## src/rtl/fft_input_loader.sv

```systemverilog
// fft_input_loader: streams one frame of N = 8 << cfg samples into the FFT
// buffer, then starts the core and waits for it. Optional: FFT_LOADER_BITREV_EN.
module fft_input_loader #(
    parameter int DATA_W = 32,
    parameter int ADDR_W = 10
) (
    input  logic              clk,
    input  logic              rst_n,
    input  logic [2:0]        pnt_cfg_reg,
    input  logic              load_en,
    input  logic              abort,
    input  logic              in_valid,
    input  logic [DATA_W-1:0] in_data,
    output logic              in_ready,
    output logic              mem_wen,
    output logic [ADDR_W-1:0] mem_waddr,
    output logic [DATA_W-1:0] mem_wdata,
    output logic              fft_start,
    input  logic              fft_done,
    output logic              busy,
    output logic [10:0]       sample_cnt
);

    typedef enum logic [1:0] {
        S_IDLE,
        S_LOAD,
        S_START,
        S_WAIT
    } state_t;

    state_t      state_q;
    state_t      state_d;
    logic [2:0]  cfg_lat;
    logic [10:0] last_idx;
    logic        accept;
    logic        last_acc;
    logic        frame_go;
    logic [9:0]  addr_nat;
    logic [9:0]  addr_sel;

`ifdef FFT_LOADER_BITREV_EN
    logic [9:0]  rev_full;
    logic [9:0]  addr_rev;

    // Reverse all 10 bits, then shift down so only the low log2N bits
    // of the count contribute: bits land at [log2N-1:0].
    always_comb begin
        rev_full = '0;
        for (int i = 0; i < 10; i++) begin
            rev_full[i] = addr_nat[9-i];
        end
        addr_rev = rev_full >> (3'd7 - cfg_lat);
    end

    assign addr_sel = addr_rev;
`else
    assign addr_sel = addr_nat;
`endif

    assign addr_nat = sample_cnt[9:0];
    assign last_idx = (11'd8 << cfg_lat) - 11'd1;
    assign frame_go = (state_q == S_IDLE) && load_en && !abort;
    assign busy     = (state_q != S_IDLE);

    // Handshake qualifier; an aborted cycle never takes a sample.
    always_comb begin
        accept   = in_valid && in_ready && (state_q == S_LOAD) && !abort;
        last_acc = accept && (sample_cnt == last_idx);
    end

    // Next-state decode; abort overrides every other transition.
    always_comb begin
        state_d = state_q;
        unique case (state_q)
            S_IDLE:  if (load_en) state_d = S_LOAD;
            S_LOAD:  if (last_acc) state_d = S_START;
            S_START: state_d = S_WAIT;
            S_WAIT:  if (fft_done) state_d = S_IDLE;
            default: state_d = S_IDLE;
        endcase
        if (abort) begin
            state_d = S_IDLE;
        end
    end

    // State register and registered ready/start strobes.
    always_ff @(posedge clk or negedge rst_n) begin
        if (!rst_n) begin
            state_q   <= S_IDLE;
            in_ready  <= 1'b0;
            fft_start <= 1'b0;
        end else begin
            state_q   <= state_d;
            in_ready  <= (state_d == S_LOAD);
            fft_start <= (state_q == S_START) && !abort;
        end
    end

    // Point configuration is frozen for the whole frame.
    always_ff @(posedge clk or negedge rst_n) begin
        if (!rst_n) begin
            cfg_lat <= '0;
        end else if (frame_go) begin
            cfg_lat <= pnt_cfg_reg;
        end
    end

    // Accepted-sample counter; also the source of the write address.
    always_ff @(posedge clk or negedge rst_n) begin
        if (!rst_n) begin
            sample_cnt <= '0;
        end else if (abort || frame_go) begin
            sample_cnt <= '0;
        end else if (accept) begin
            sample_cnt <= sample_cnt + 11'd1;
        end
    end

    // Buffer write port, one cycle behind acceptance.
    always_ff @(posedge clk or negedge rst_n) begin
        if (!rst_n) begin
            mem_wen   <= 1'b0;
            mem_waddr <= '0;
            mem_wdata <= '0;
        end else begin
            mem_wen <= accept;
            if (accept) begin
                mem_waddr <= ADDR_W'(addr_sel);
                mem_wdata <= in_data;
            end
        end
    end

endmodule
```

## config.mk

```make
export PLATFORM = sky130hd
export DESIGN_NAME = fft_input_loader
export DESIGN_NICKNAME = d
export VERILOG_FILES = /design/src/rtl/fft_input_loader.sv
export SDC_FILE = /design/constraint.sdc
export NUM_CORES = 1
export LEC_CHECK = 0
export ABC_AREA = 1
export BUFFER_PORTS_ARGS = -buffer_cell sky130_fd_sc_hd__buf_2
export CAP_MARGIN = 10
export CORE_UTILIZATION = 44
export DETAILED_ROUTE_END_ITERATION = 8
export HOLD_SLACK_MARGIN = 0.05
export PLACE_DENSITY = 0.73
export SLEW_MARGIN = 20
export SYNTH_ARGS = -nofsm -noshare
export SYNTH_HDL_FRONTEND = slang
export SYNTH_SLANG_ARGS = --single-unit
export TNS_END_PERCENT = 5
```

## constraint.sdc

```tcl
create_clock -name clk -period 1.41 [get_ports clk]
set_input_delay 0.141 -clock clk [delete_from_list [all_inputs] [get_ports clk]]
set_output_delay 0.141 -clock clk [all_outputs]
set_load 0.01 [all_outputs]
```

Yosys cells after proc, flatten, opt, wreduce, memory -nomap -nowiden
Cells that the tools add are included.
Storage, ports and cells
  output and inout bits: 57
  flip-flop bits (word level): 61
  word-level logic and storage cells: 35
  input bits: 41
Cells by class
  reductions and logical operators: 12
  muxes and demuxes: 7
  shift operators: 1
  equality and inequality tests: 5
  add/sub/neg operators: 2
Operators by type and width (number)
  11-bit 2-to-1 mux: 2
  11-bit by 1-bit adder with 11-bit output, second input constant: 1
  11-bit equality test: 1
  4-bit by 3-bit << shifter with 11-bit output, first input constant: 1
  11-bit by 1-bit subtractor with 11-bit output, second input constant: 1
  2-bit 2-to-1 mux: 4
  2-bit case mux with 4 select lines: 1
  1-bit logical AND: 7
  2-bit by 1-bit equality test with 1-bit output, second input constant: 2
  2-bit equality test, second input constant: 2
  2-bit nonzero test: 2
  2-bit logical NOT: 1
  1-bit logical NOT: 1
  1-bit logical OR: 1

Logic depth before layout (Yosys ltp)
Gate-level depths: netlist of the first run.
  word-level depth: 8
  gate-level depth with buffers: 11
  mapped depth without buffers: 11

Worst setup path before layout of the first run
No wires, ideal clock.
  path kind: register to register
  start: register sample_cnt[0]
  end: register in_ready
  data required time: 1.291 ns
  slack: 0.022 ns
  library setup time: 0.119 ns
  arrival: 1.269 ns
  stages on the path, launching flop included: 11
  buffers on the path: 0
  cell sequence: dfrtp_1 > ha_1 > nand3_1 > nor2_1 > nand2_1 > nor2_1 > nand3_1 > nand2_1 > nand2_1 > nand2_1 > nor2_1
Between the ends
  cells in the longest elaborated chain, start to end: 6
Ends and longest elaborated chain
  start: declaration: line 21  | output logic [10:0] sample_cnt
  start signal: assignment: line 115  | sample_cnt <= sample_cnt + 11'd1;
  11-bit equality test: line 68  | last_acc = accept && (sample_cnt == last_idx);
  1-bit logical AND: line 68
  2-bit 2-to-1 mux: line 76  | S_LOAD: if (last_acc) state_d = S_START;
  2-bit case mux with 4 select lines: line 74  | unique case (state_q)
  2-bit 2-to-1 mux: line 81  | if (abort) begin
  2-bit by 1-bit equality test with 1-bit output: line 94  | in_ready <= (state_d == S_LOAD);
  end signal: assignment: line 94
  end: declaration: line 14  | output logic in_ready,
Every way passes these cells.
A chain may end at the register's enable or synchronous reset.

Worst setup path in the final report of the first run
  start: register state_q[1]
  end: register sample_cnt[5]
Between the ends
  cells in the longest elaborated chain, start to end: 5
  elaborated cells between the ends (all ways): 9
  those cells by class: eq/ne (1); mux (1); reduce/logical (7)
Ends and longest elaborated chain
  start: declaration: line 31  | state_t state_q;
  start signal: assignment: line 93  | state_q <= state_d;
  2-bit logical NOT: line 62  | assign frame_go = (state_q == S_IDLE) && load_en && !abort;
  1-bit logical AND (2 in a row): line 62
  1-bit logical OR: line 112  | end else if (abort || frame_go) begin
  11-bit 2-to-1 mux / 2-bit nonzero test (equally long branches)
Parallel ways exist; a longest one is shown, timed or not.

==> metrics.md, run 1 <==
| Metric | Value |
|---|---|
| Run status | `complete, but fails checks` |
| Failing checks | `negative setup slack` |
| Chip width | `79.3 um` |
| Post-Syn Instances | `318` |
| Layout cells sized above 1 | `33.8%` |
| CTS max path bufs | `2` |
| Max Fclk | `709 MHz` |
| CTS Buf Count | `9` |
| Final setup vio count | `1` |
| Die Ht | `79.3 um` |
| DRT antenna net count | `0` |
| Syn_nets | `360` |
| Sequential Power Share | `45.3%` |
| Max Clock Skew | `0.00607 ns` |
| # diodes | `0` |
| Worst R2R End | `sample_cnt[5]` |
| CTS tree | `built` |
| Routability cong. | `between 0.8 and 0.9` |
| CORE AREA | `5640 um^2` |
| Req. time, crit path | `1.65 ns` |
| Number of synthesized flops with an enable pin | `0` |
| Internal power | `3.51 mW` |
| Largest area contributor in the netlist | `dfrtp_1` |
| Crit path max-delay cell type | `dfrtp_1` |
| Register bit total from synthesis | `61` |
| DP HPWL | `4410 um` |
| Total gr overflow | `0` |
| Reg2reg setup slack | `-0.0003 ns` |
| Buf+Inv Stages, Crit Path | `3` |
| Area growth, synth to finish | `51.5%` |
| Clk_lat worst skew | `0.33 ns` |
| Clock power frac | `31.8%` |
| Clock Tree Root | `clkbuf_8` |
| Worst Hold End | `cfg_lat[1]` |
| Drt initial violations | `204` |
| Ys async rst share | `100%` |
| Worst path cell trace | `inv_2 > nand2_4 > nor2_8 > inv_2 > nor3_2 > buf_4 > a21oi_1 > nor3_1` |
| Hold WC Path Type | `in2reg` |
| Most frequent cell after synthesis | `nand2_1` |
| DP Area | `3300 um^2` |
| I/O Pins | `approximately 100` |
| First-pass GRT wire length | `11,300 um` |
| Slew headroom | `78.5%` |
| Reg clk slew, reported paths | `around 0.07 ns` |
| CP endpoint kind | `flip-flop` |
| Synth cell count leaders | `nand2_1, dfrtp_1, nor2_1` |
| Std cell rows | `27` |
| CP Launch Type | `flip-flop` |
| Total track usage | `23.8%` |
| Drt total wl | `7410 um` |
| Register area | `1530 um^2` |
| DRC violation count after routing | `0` |
| Leak | `between 2 and 2.5 nW` |
| Crit Path Category | `reg2reg` |
| CP arrival | `about 1.7 ns` |
| Combinational Power Share | `22.9%` |
| Syn Area/Cell | `8.26 um^2` |
| Yosys cell types | `24` |
| CP most frequent cell | `inv_2` |
| Worst Hold Path Cells | `3` |
| Final WS setup | `-0.000299 ns` |
| CP max stage delay | `0.40 ns` |
| Worst-margin pin slew | `0.322 ns` |
| RSZ-0062 raised after global routing | `true` |
| Top cell type's share of synthesized area | `58.1%` |
| DR WL/cell | `13.5 um` |
| H-tree levels | `3` |
| P_sw | `about 1.6 mW` |
| Critical path peak fanout | `7` |
| Max VDD drop | `approximately 0.88 mV` |
| Routed via count | `2,692` |
| Max-Cap Viols | `0` |
| Switching share of total power | `30.8%` |
| Vias in the first global route | `2,545` |
| Crit path max-delay family | `simple AND/OR/NAND/NOR gates` |
| Power Total | `5.07 mW` |
| Final hold viol count | `0` |
| Initial antenna violation count | `0` |
| Top cells by area in the synthesized netlist | `dfrtp_1, nand2_1, nor2_1` |
| Multi-input logic area | `~1000 um^2` |
| Fill count | `427` |
| Largest net degree at the start of global routing | `62` |
| Max Transition Viols Final | `0` |
| Initial Utilization | `between 40% and 50%` |
| PortBufs | `97` |
| Synth warnings | `0` |
| Util after Layout | `a little over two thirds` |
| Nets@finish | `514` |
| Worst-case reg-to-reg path depth | `8` |
| Sequential area share after synthesis | `about three fifths` |
| First drt pass iteration count | `4` |
| Synthesized cell area | `roughly 2600 um^2` |
| Ys flop type | `dfrtp_1` |
| Worst r2r src | `state_q[1]` |
| Finished Cell Area | `3980 um^2` |
| Die area | `approximately 6300 um^2` |
| Hold path start | `pnt_cfg_reg[1]` |
| Vias/cell | `4.90` |
| Fin crit period | `approximately 1.4 ns` |
| Clock Sinks | `61` |
| Fin crit share | `100%` |
| Power Density | `between 1000 and 1500 nW/um^2` |
power groups by stage:
stage / logic, mW / clock network [mW] / registers, mW
finish: 1.16 / 1.61 / 2.30
global placement: 1.03 / 0 / 2.30
global route: 1.28 / 1.71 / 2.33
floorplan: 0.381 / 0 / 2.45
detailed placement: 1.06 / 0 / 2.30
CTS: 1.13 / 1.63 / 2.28
metal layers:
layer / share of wire (%) / track usage [%]
met5: 0 / 0
met2: 52 / 39.7
met4: 2.8 / 14.0
met3: 5.3 / 5.29
met1: 40 / 27.9
flip-flops by register name, summed over array words and instances, names as in the netlist:
signal and count:
mem_wdata 32, sample_cnt 11, mem_waddr 10, cfg_lat 3
state_q 2, fft_start 1, in_ready 1, mem_wen 1
metrics by stage:
stage | worst slack [ns] | hold WS (ns) | setup TNS (ns) | cells
floorplan | 0.0225 | -0.155 | 0 | 318
global placement | 0.0323 | 0.173 | 0 | 493
detailed placement | -0.0330 | 0.174 | -0.0563 | 493
CTS | -0.00000178 | 0.0504 | -0.00000178 | 548
global route | -0.0859 | 0.0882 | -0.483 | 549
finish | -0.000299 | 0.0764 | -0.000299 | 549
worst reg2reg max path, stage by stage, from the launching register on:
cell     delay (ns)
dfrtp_1        0.40
inv_2          0.09
nand2_4        0.07
nor2_8         0.18
inv_2          0.08
nor3_2         0.15
buf_4          0.14
a21oi_1        0.05
nor3_1         0.15
cell usage in the layout, fill, tap and decap left out, types with 3 or more instances in the layout:
| master | count |
|---|---|
| a21oi_1 | 8 |
| buf_2 | 97 |
| buf_4 | 17 |
| clkbuf_8 | 11 |
| dfrtp_1 | 56 |
| dfrtp_2 | 5 |
| dlygate4sd3_1 | 34 |
| inv_1 | 18 |
| inv_2 | 4 |
| nand2_1 | 144 |
| nand2_2 | 3 |
| nand3_1 | 12 |
| nor2_1 | 20 |
| nor2_2 | 3 |
| nor3_1 | 3 |
| o21ai_0 | 14 |
what timing repair did:
action / in CTS / in global routing
buffers inserted: 5 / 1
resized for setup: 6 / 20
hold buffers: 34 / 0
hold endpoints to repair: 94 / 0
endpoints found under the setup margin: 5 / 41
pin swaps: 4 / 6
cell families (layout without fill, tap and decap cells):
logic type	after synthesis	count (layout)	synth area share, %
xor gates and xnor gates	1	1	0.334
DFF	61	61	58.1
muxes	1	1	0.429
AOI/OAI and AO/OA	27	27	5.57
and+or+nand+nor	196	196	30.5
adders and majority gates	1	1	0.476
buffers and inverters	31	190	4.53
worst max-delay path by stage:
stage	from	to	slack, ns	depth (start not counted)
3_3_place_gp	sample_cnt[0]	in_ready	0.03	10
6_report	state_q[1]	sample_cnt[5]	-0.0003	8
3_5_place_dp	sample_cnt[0]	sample_cnt[8]	-0.03	9
2_1_floorplan	sample_cnt[0]	in_ready	0.02	10
5_1_grt	sample_cnt[0]	in_ready	-0.09	10
4_1_cts	state_q[0]	sample_cnt[10]	-0.000002	6
layout make-up:
| class | count | area share, % |
|---|---|---|
| Timing Repair Buffer | 152 | 25.5 |
| Clock buffer | 11 | 3.81 |
| Multi-Input combinational cell | 226 | 26.3 |
| Inverter | 22 | 2.08 |
| Sequential cell | 61 | 38.5 |
| Tap cell | 72 | 2.26 |
| Clock inverter | 5 | 1.48 |
Power figures use the tool's default switching activity.
==> inputs of run 2 (changes only) <==
SETUP_SLACK_MARGIN = 0.2   (was default)
TNS_END_PERCENT = 50   (was 5)
==> run 2 against run 1 <==
  * The flow now finishes without violations
  * Setup slack better by 0.0061 ns
  * Non-clock buffer count increased by 10
  * Sequential power hardly changed
  * Sequential share of layout area down 4.4 points
  * Clock-buffer cell count unchanged
  * Global-route usage up 1.7 points
  * Sequential cell count unchanged
  * Hold slack got worse by 0.012 ns
  * Cell count up 1.8%
  * Clock skew up 0.0040 ns
  * Via count grew 3.1%
  * Clock power increased by 34%
  * Critical path type is now reg2out
  * Critical endpoint is now sample_cnt[1]
  * Largest cell class unchanged
  * Highest routed layer unchanged
==> metrics.md, run 2 (synthesized netlist as in run 1, its figures left out) <==
| Metric | Value |
|---|---|
| Run status | `finished, final reports clean` |
| Routability cong. | `0.936 (+5.2%)` |
| CP arrival | `1.26 ns (-0.39 ns)` |
| CP endpoint kind | `output pin` |
| Max Clock Skew | `0.0101 ns (+0.00404 ns)` |
| Drt initial violations | `139 (-32%)` |
| DR WL/cell | `14.7 um (+9.0%)` |
| CTS max path bufs | `2 (unchanged)` |
| CORE AREA | `5640 um^2 (unchanged)` |
| Register area | `1540 um^2 (+0.16%)` |
| Routed via count | `2,776 (+3.1%)` |
| Max reg flops | `32 (unchanged)` |
| RSZ-0062 raised after global routing | `true` |
| Internal power | `4.12 mW (+17%)` |
| Finished Cell Area | `4500 um^2 (+13%)` |
| DP Area | `3270 um^2 (-0.95%)` |
| Fin crit period | `1.40 ns (-0.00607 ns)` |
| Critical path peak fanout | `2 (-5)` |
| Vias in the first global route | `2,666 (+4.8%)` |
| PortBufs | `97 (unchanged)` |
| Clock power frac | `37.4% (+5.6 points)` |
| Clk_lat worst skew | `0.33 ns (about the same)` |
| Req. time, crit path | `1.27 ns (-0.38 ns)` |
| Final setup vio count | `0 (-1)` |
| Worst r2r src | `in_ready` |
| Finished Layout Cells | `559 (+1.8%)` |
| Crit Path Category | `reg2out` |
| Final hold viol count | `0 (unchanged)` |
| Nets@finish | `524 (+1.9%)` |
| Total gr overflow | `0 (unchanged)` |
| Layout cells sized above 1 | `47.4% (+14 points)` |
| Most common cell after layout, fill and taps aside | `nand2_1` |
| Multi-input logic area | `1270 um^2 (+21%)` |
| Power Total | `5.76 mW (+14%)` |
| Clock Sinks | `61 (unchanged)` |
| Largest net degree at the start of global routing | `62 (unchanged)` |
| DP HPWL | `4370 um (-0.94%)` |
| Max Transition Viols Final | `0 (unchanged)` |
| Die Ht | `79.3 um (unchanged)` |
| Switching share of total power | `28.6% (-2.2 points)` |
| Hold WC Path Type | `in2reg` |
| Drt total wl | `8230 um (+11%)` |
| Pre-CTS WS | `0.00398 ns (+0.0370 ns)` |
| Fin crit share | `99.6% (-0.43 points)` |
| Slew headroom | `78.5% (-0.099 points)` |
| Cells after DPL | `490 (-0.61%)` |
| Max Fclk | `712 MHz (+0.43%)` |
| Chip width | `79.3 um (unchanged)` |
| Area growth, synth to finish | `71.5%` |
| Sequential Power Share | `39.9% (-5.4 points)` |
| Most flops, register | `mem_wdata` |
| Initial antenna violation count | `0 (unchanged)` |
| Vias/cell | `4.97 (+1.3%)` |
| P_sw | `1.65 mW (+5.6%)` |
| H-tree levels | `3 (unchanged)` |
| Worst-margin pin slew | `0.323 ns (+0.00148 ns)` |
| Total track usage | `25.4% (+1.7 points)` |
| Reg2reg setup slack | `0.02 ns (+0.02 ns)` |
| # diodes | `0 (unchanged)` |
| Die area | `6280 um^2 (unchanged)` |
| Max-Cap Viols | `0 (unchanged)` |
| I/O Pins | `98 (unchanged)` |
| DRC violation count after routing | `0 (unchanged)` |
| Hold path start | `pnt_cfg_reg[2]` |
| Std cell rows | `27 (unchanged)` |
| DRT antenna net count | `0 (unchanged)` |
| Biggest regs | `mem_wdata: 32 flops, sample_cnt: 11 flops, mem_waddr: 10 flops` |
| Commonest cells after routing, fill and taps aside | `nand2_1, buf_2, dfrtp_1` |
| CTS Buf Count | `9 (unchanged)` |
| CP Launch Type | `flip-flop` |
| CTS tree | `built` |
| First drt pass iteration count | `4 (unchanged)` |
| Leak | `2.50 nW (+13%)` |
| Power Density | `1280 nW/um^2 (+0.43%)` |
| Initial Utilization | `46.6% (unchanged)` |
| Clock Tree Root | `clkbuf_8` |
| Reg clk slew, reported paths | `0.07 ns (about the same)` |
| Combinational Power Share | `22.6% (-0.3 points)` |
| Fill count | `344 (-19%)` |
| Final WS setup | `0.00577 ns (+0.00607 ns)` |
| Max VDD drop | `0.910 mV (+3.0%)` |
| First-pass GRT wire length | `12,000 um (+6.4%)` |
| CP Launch Point | `sample_cnt[1]` |
## run 2: timing repair
| action | 4_1_cts | 5_1_grt |
|---|---|---|
| gates resized for setup | 42 | 83 |
| setup endpoints to repair | 57 | 63 |
| cloned | 3 | 2 |
| hold buffers | 34 | 0 |
| buffers inserted | 8 | 6 |
| hold endpoints to repair | 94 | 0 |
| pin swaps | 14 | 40 |
## run 2: worst paths after layout
kind	cells past startpoint	endpoint
hold reg to reg	2	mem_wdata[18]
min in group asynchronous	3	fft_start
hold / removal	3	cfg_lat[2]
setup / recovery	4	sample_cnt[1]
max in group asynchronous	3	sample_cnt[5]
setup reg to reg	5	mem_waddr[0]
## run 2: final cells by class
cell class / instances / share of cell area [%]
Clock buffer: 11 / 3.36
Clock inverter: 5 / 2.86
Inverter: 22 / 1.89
Multi-Input combinational cell: 226 / 28.2
Sequential cell: 61 / 34.1
Tap cell: 72 / 2.00
Timing Repair Buffer: 162 / 27.6
## run 2: metal layers
layer | track usage (%) | vias to the layer above | part of all wire (%)
li1 | - | 1321 | -
met1 | 29.1 | 1325 | 40
met2 | 43.4 | 110 | 52
met3 | 5.86 | 20 | 4.8
met4 | 14.9 | 0 | 2.4
met5 | 0 | - | 0
## run 2: power by group through the flow
stage / Clock [mW] / Sequential [mW] / Combinational, mW
2_1_floorplan: 0 / 2.45 / 0.381
3_3_place_gp: 0 / 2.29 / 1.03
3_5_place_dp: 0 / 2.30 / 1.07
4_1_cts: 2.17 / 2.28 / 1.17
5_1_grt: 2.27 / 2.35 / 1.44
6_report: 2.16 / 2.30 / 1.30
## run 2: worst max-delay path, cell delays in order (launching register included)
cell and delay [ns]:
dfrtp_1 0.42, buf_4 0.15, buf_6 0.11, buf_4 0.13, buf_2 0.13
## run 2: metrics by stage
stage,utilization [%],hold slack [ns],TNS (ns)
after detailed placement,58.0,0.175,0
after global routing,79.8,0.0866,-0.502
after floorplan,-,-0.155,0
final,79.8,0.0639,0
after CTS,73.5,0.0533,0
after global placement,58.0,0.174,0
==> inputs of run 3 (changes only) <==
BUFFER_PORTS_ARGS = -buffer_cell sky130_fd_sc_hd__buf_4   (was -buffer_cell sky130_fd_sc_hd__buf_2)
==> run 3 against run 2 <==
  * The run now ends with negative setup slack left
  * Setup slack worse by 0.033 ns
  * Sequential cell count unchanged
  * Global-route usage up 0.83 points
  * Combinational power up 12%
  * Largest power group unchanged
  * Highest routed layer unchanged
==> metrics.md, run 3 (synthesized netlist as in run 1, its figures left out) <==
| Metric | Value |
|---|---|
| Run status | `complete, but fails checks` |
| Failing checks | `negative setup slack` |
| Nets@finish | `532 (+1.5%)` |
| Worst-margin pin slew | `0.418 ns (+0.0945 ns)` |
| Power Total | `5.58 mW (-3.1%)` |
| Routed via count | `2,820 (+1.6%)` |
| CP max stage delay | `0.48 ns (+0.06 ns)` |
| CP endpoint kind | `flip-flop` |
| Layout cells sized above 1 | `40.1% (-7.4 points)` |
| Cells after DPL | `493 (+0.61%)` |
| Largest net degree at the start of global routing | `34 (-45%)` |
| Biggest regs | `mem_wdata: 32 flops, sample_cnt: 11 flops, mem_waddr: 10 flops` |
| Final hold viol count | `0 (unchanged)` |
| Critical path peak fanout | `7 (+5)` |
| Leak | `2.45 nW (-2.1%)` |
| # diodes | `0 (unchanged)` |
| Max reg flops | `32 (unchanged)` |
| DP Area | `3540 um^2 (+8.1%)` |
| Most flops, register | `mem_wdata` |
| Total track usage | `26.3% (+0.83 points)` |
| Area growth, synth to finish | `75.6%` |
| CP Launch Type | `flip-flop` |
| Final setup vio count | `3 (+3)` |
| H-tree levels | `3 (unchanged)` |
| CORE AREA | `5640 um^2 (unchanged)` |
| CTS max path bufs | `2 (unchanged)` |
| Hold WC Path Type | `in2reg` |
| PortBufs | `97 (unchanged)` |
| Fin crit period | `1.44 ns (+0.0332 ns)` |
| RSZ-0062 raised after global routing | `true` |
| CP most frequent cell | `nand2_1` |
| Max-Cap Viols | `0 (unchanged)` |
| Chip width | `79.3 um (unchanged)` |
| Max Fclk | `696 MHz (-2.3%)` |
| First drt pass iteration count | `4 (unchanged)` |
| Commonest cells after routing, fill and taps aside | `nand2_1, buf_4, dfrtp_1` |
| Std cell rows | `27 (unchanged)` |
| Reg clk slew, reported paths | `0.07 ns (about the same)` |
| First-pass GRT wire length | `12,400 um (+3.0%)` |
| Drt total wl | `8460 um (+2.9%)` |
| Crit path max-delay family | `simple AND/OR/NAND/NOR gates` |
| DRC violation count after routing | `0 (unchanged)` |
| CP arrival | `1.66 ns (+0.40 ns)` |
| Initial Utilization | `46.6% (unchanged)` |
| Finished Layout Cells | `566 (+1.3%)` |
| Clk_lat worst skew | `0.33 ns (about the same)` |
| Vias in the first global route | `2,658 (-0.30%)` |
| Finished Cell Area | `4610 um^2 (+2.4%)` |
| I/O Pins | `98 (unchanged)` |
| Vias/cell | `4.98 (+0.33%)` |
| CTS tree | `built` |
| Die Ht | `79.3 um (unchanged)` |
| Fin crit share | `102% (+2.4 points)` |
| Die area | `6280 um^2 (unchanged)` |
| Crit path max-delay cell type | `dfrtp_2` |
| Slew headroom | `72.1% (-6.3 points)` |
| Clock Tree Root | `clkbuf_8` |
| Max Transition Viols Final | `0 (unchanged)` |
| Max VDD drop | `1.02 mV (+12%)` |
| DP HPWL | `4620 um (+5.7%)` |
| Most common cell after layout, fill and taps aside | `nand2_1` |
| Req. time, crit path | `1.63 ns (+0.36 ns)` |
| Total gr overflow | `0 (unchanged)` |
| Buf+Inv Stages, Crit Path | `0 (-4)` |
| Crit Path Category | `reg2reg` |
| DRT antenna net count | `0 (unchanged)` |
| Power Density | `1210 nW/um^2 (-5.3%)` |
| Final WS setup | `-0.0274 ns (-0.0332 ns)` |
| Drt initial violations | `172 (+24%)` |
| DR WL/cell | `15.0 um (+1.6%)` |
| Clock Sinks | `61 (unchanged)` |
| Pre-CTS WS | `0.0115 ns (+0.00749 ns)` |
| Initial antenna violation count | `0 (unchanged)` |
| Worst path cell trace | `nand2_2 > nand2_1 > nand2_1 > nand2_1 > nor2_1 > nand3_2 > nand2_2 > nand2_1 > nand2_1 > nor2_1` |
| Routability cong. | `0.959 (+2.4%)` |
| CTS Buf Count | `9 (unchanged)` |
| Max Clock Skew | `0.00551 ns (-0.00460 ns)` |
==> run 3: cell count changes in the layout (fill, tap and decap cells not counted), sizes merged <==
cell	previous run	this run
bufbuf	0	2
inv	23	22
buf	126	132
bufinv	4	2
clkinvlp	0	1
clkbuf	13	14
==> run 3: cell type report <==
cell class                      count  area, um^2
Clock inverter                      3        67.6
Timing Repair Buffer              170        1560
Clock buffer                       12         165
Fill cell                         337        1030
Multi-Input combinational cell    226        1110
Sequential cell                    61        1540
Tap cell                           72        90.1
Inverter                           22        87.6
==> run 3: worst register-to-register path, stage by stage, from the launching register on <==
cell and delay, ns:
dfrtp_2 0.48, nand2_2 0.12, nand2_1 0.06, nand2_1 0.07, nand2_1 0.07, nor2_1 0.15
nand3_2 0.13, nand2_2 0.08, nand2_1 0.05, nand2_1 0.07, nor2_1 0.04
==> run 3: where the power goes <==
part	total (mW)	switching, mW	internal, mW
clock network	1.80	0.670	1.13
registers	2.32	0.229	2.09
logic	1.46	0.711	0.753
total	5.58	1.61	3.97
==> run 3: timing repair <==
action                     CTS  global route
pin swaps                    9            16
hold endpoints to repair    63             0
hold buffers                34             0
setup endpoints to repair   56            58
resized for setup           30            42
setup buffers                7            12
cloned                       3             2
==> run 3: per-layer routing <==
metal	part of all wire [%]	track usage [%]	wire [um]
met5	0	0	0
met2	52	44.7	4380
met4	3.2	14.5	273
met3	4.5	5.17	382
met1	40	31.0	3420
==> run 3: worst paths after layout <==
path                                 from            end  slack (ns)  cells past startpoint
setup / recovery               cfg_lat[2]       in_ready       -0.03                     10
hold / removal             pnt_cfg_reg[1]     cfg_lat[1]        0.07                      3
setup reg to reg               cfg_lat[2]       in_ready       -0.03                     10
hold reg to reg              mem_wdata[1]   mem_wdata[1]        0.47                      2
max in group asynchronous           rst_n  mem_wdata[24]        0.60                      3
min in group asynchronous           rst_n  sample_cnt[1]        0.28                      2
==> run 3: per-stage QoR <==
step	utilization, %	hold WS [ns]	setup TNS, ns
3_3_place_gp	62.7	0.106	0
3_5_place_dp	62.7	0.106	0
5_1_grt	81.7	0.0717	-0.581
6_report	81.7	0.0723	-0.0513
2_1_floorplan	-	-0.155	0
4_1_cts	77.0	0.0514	0
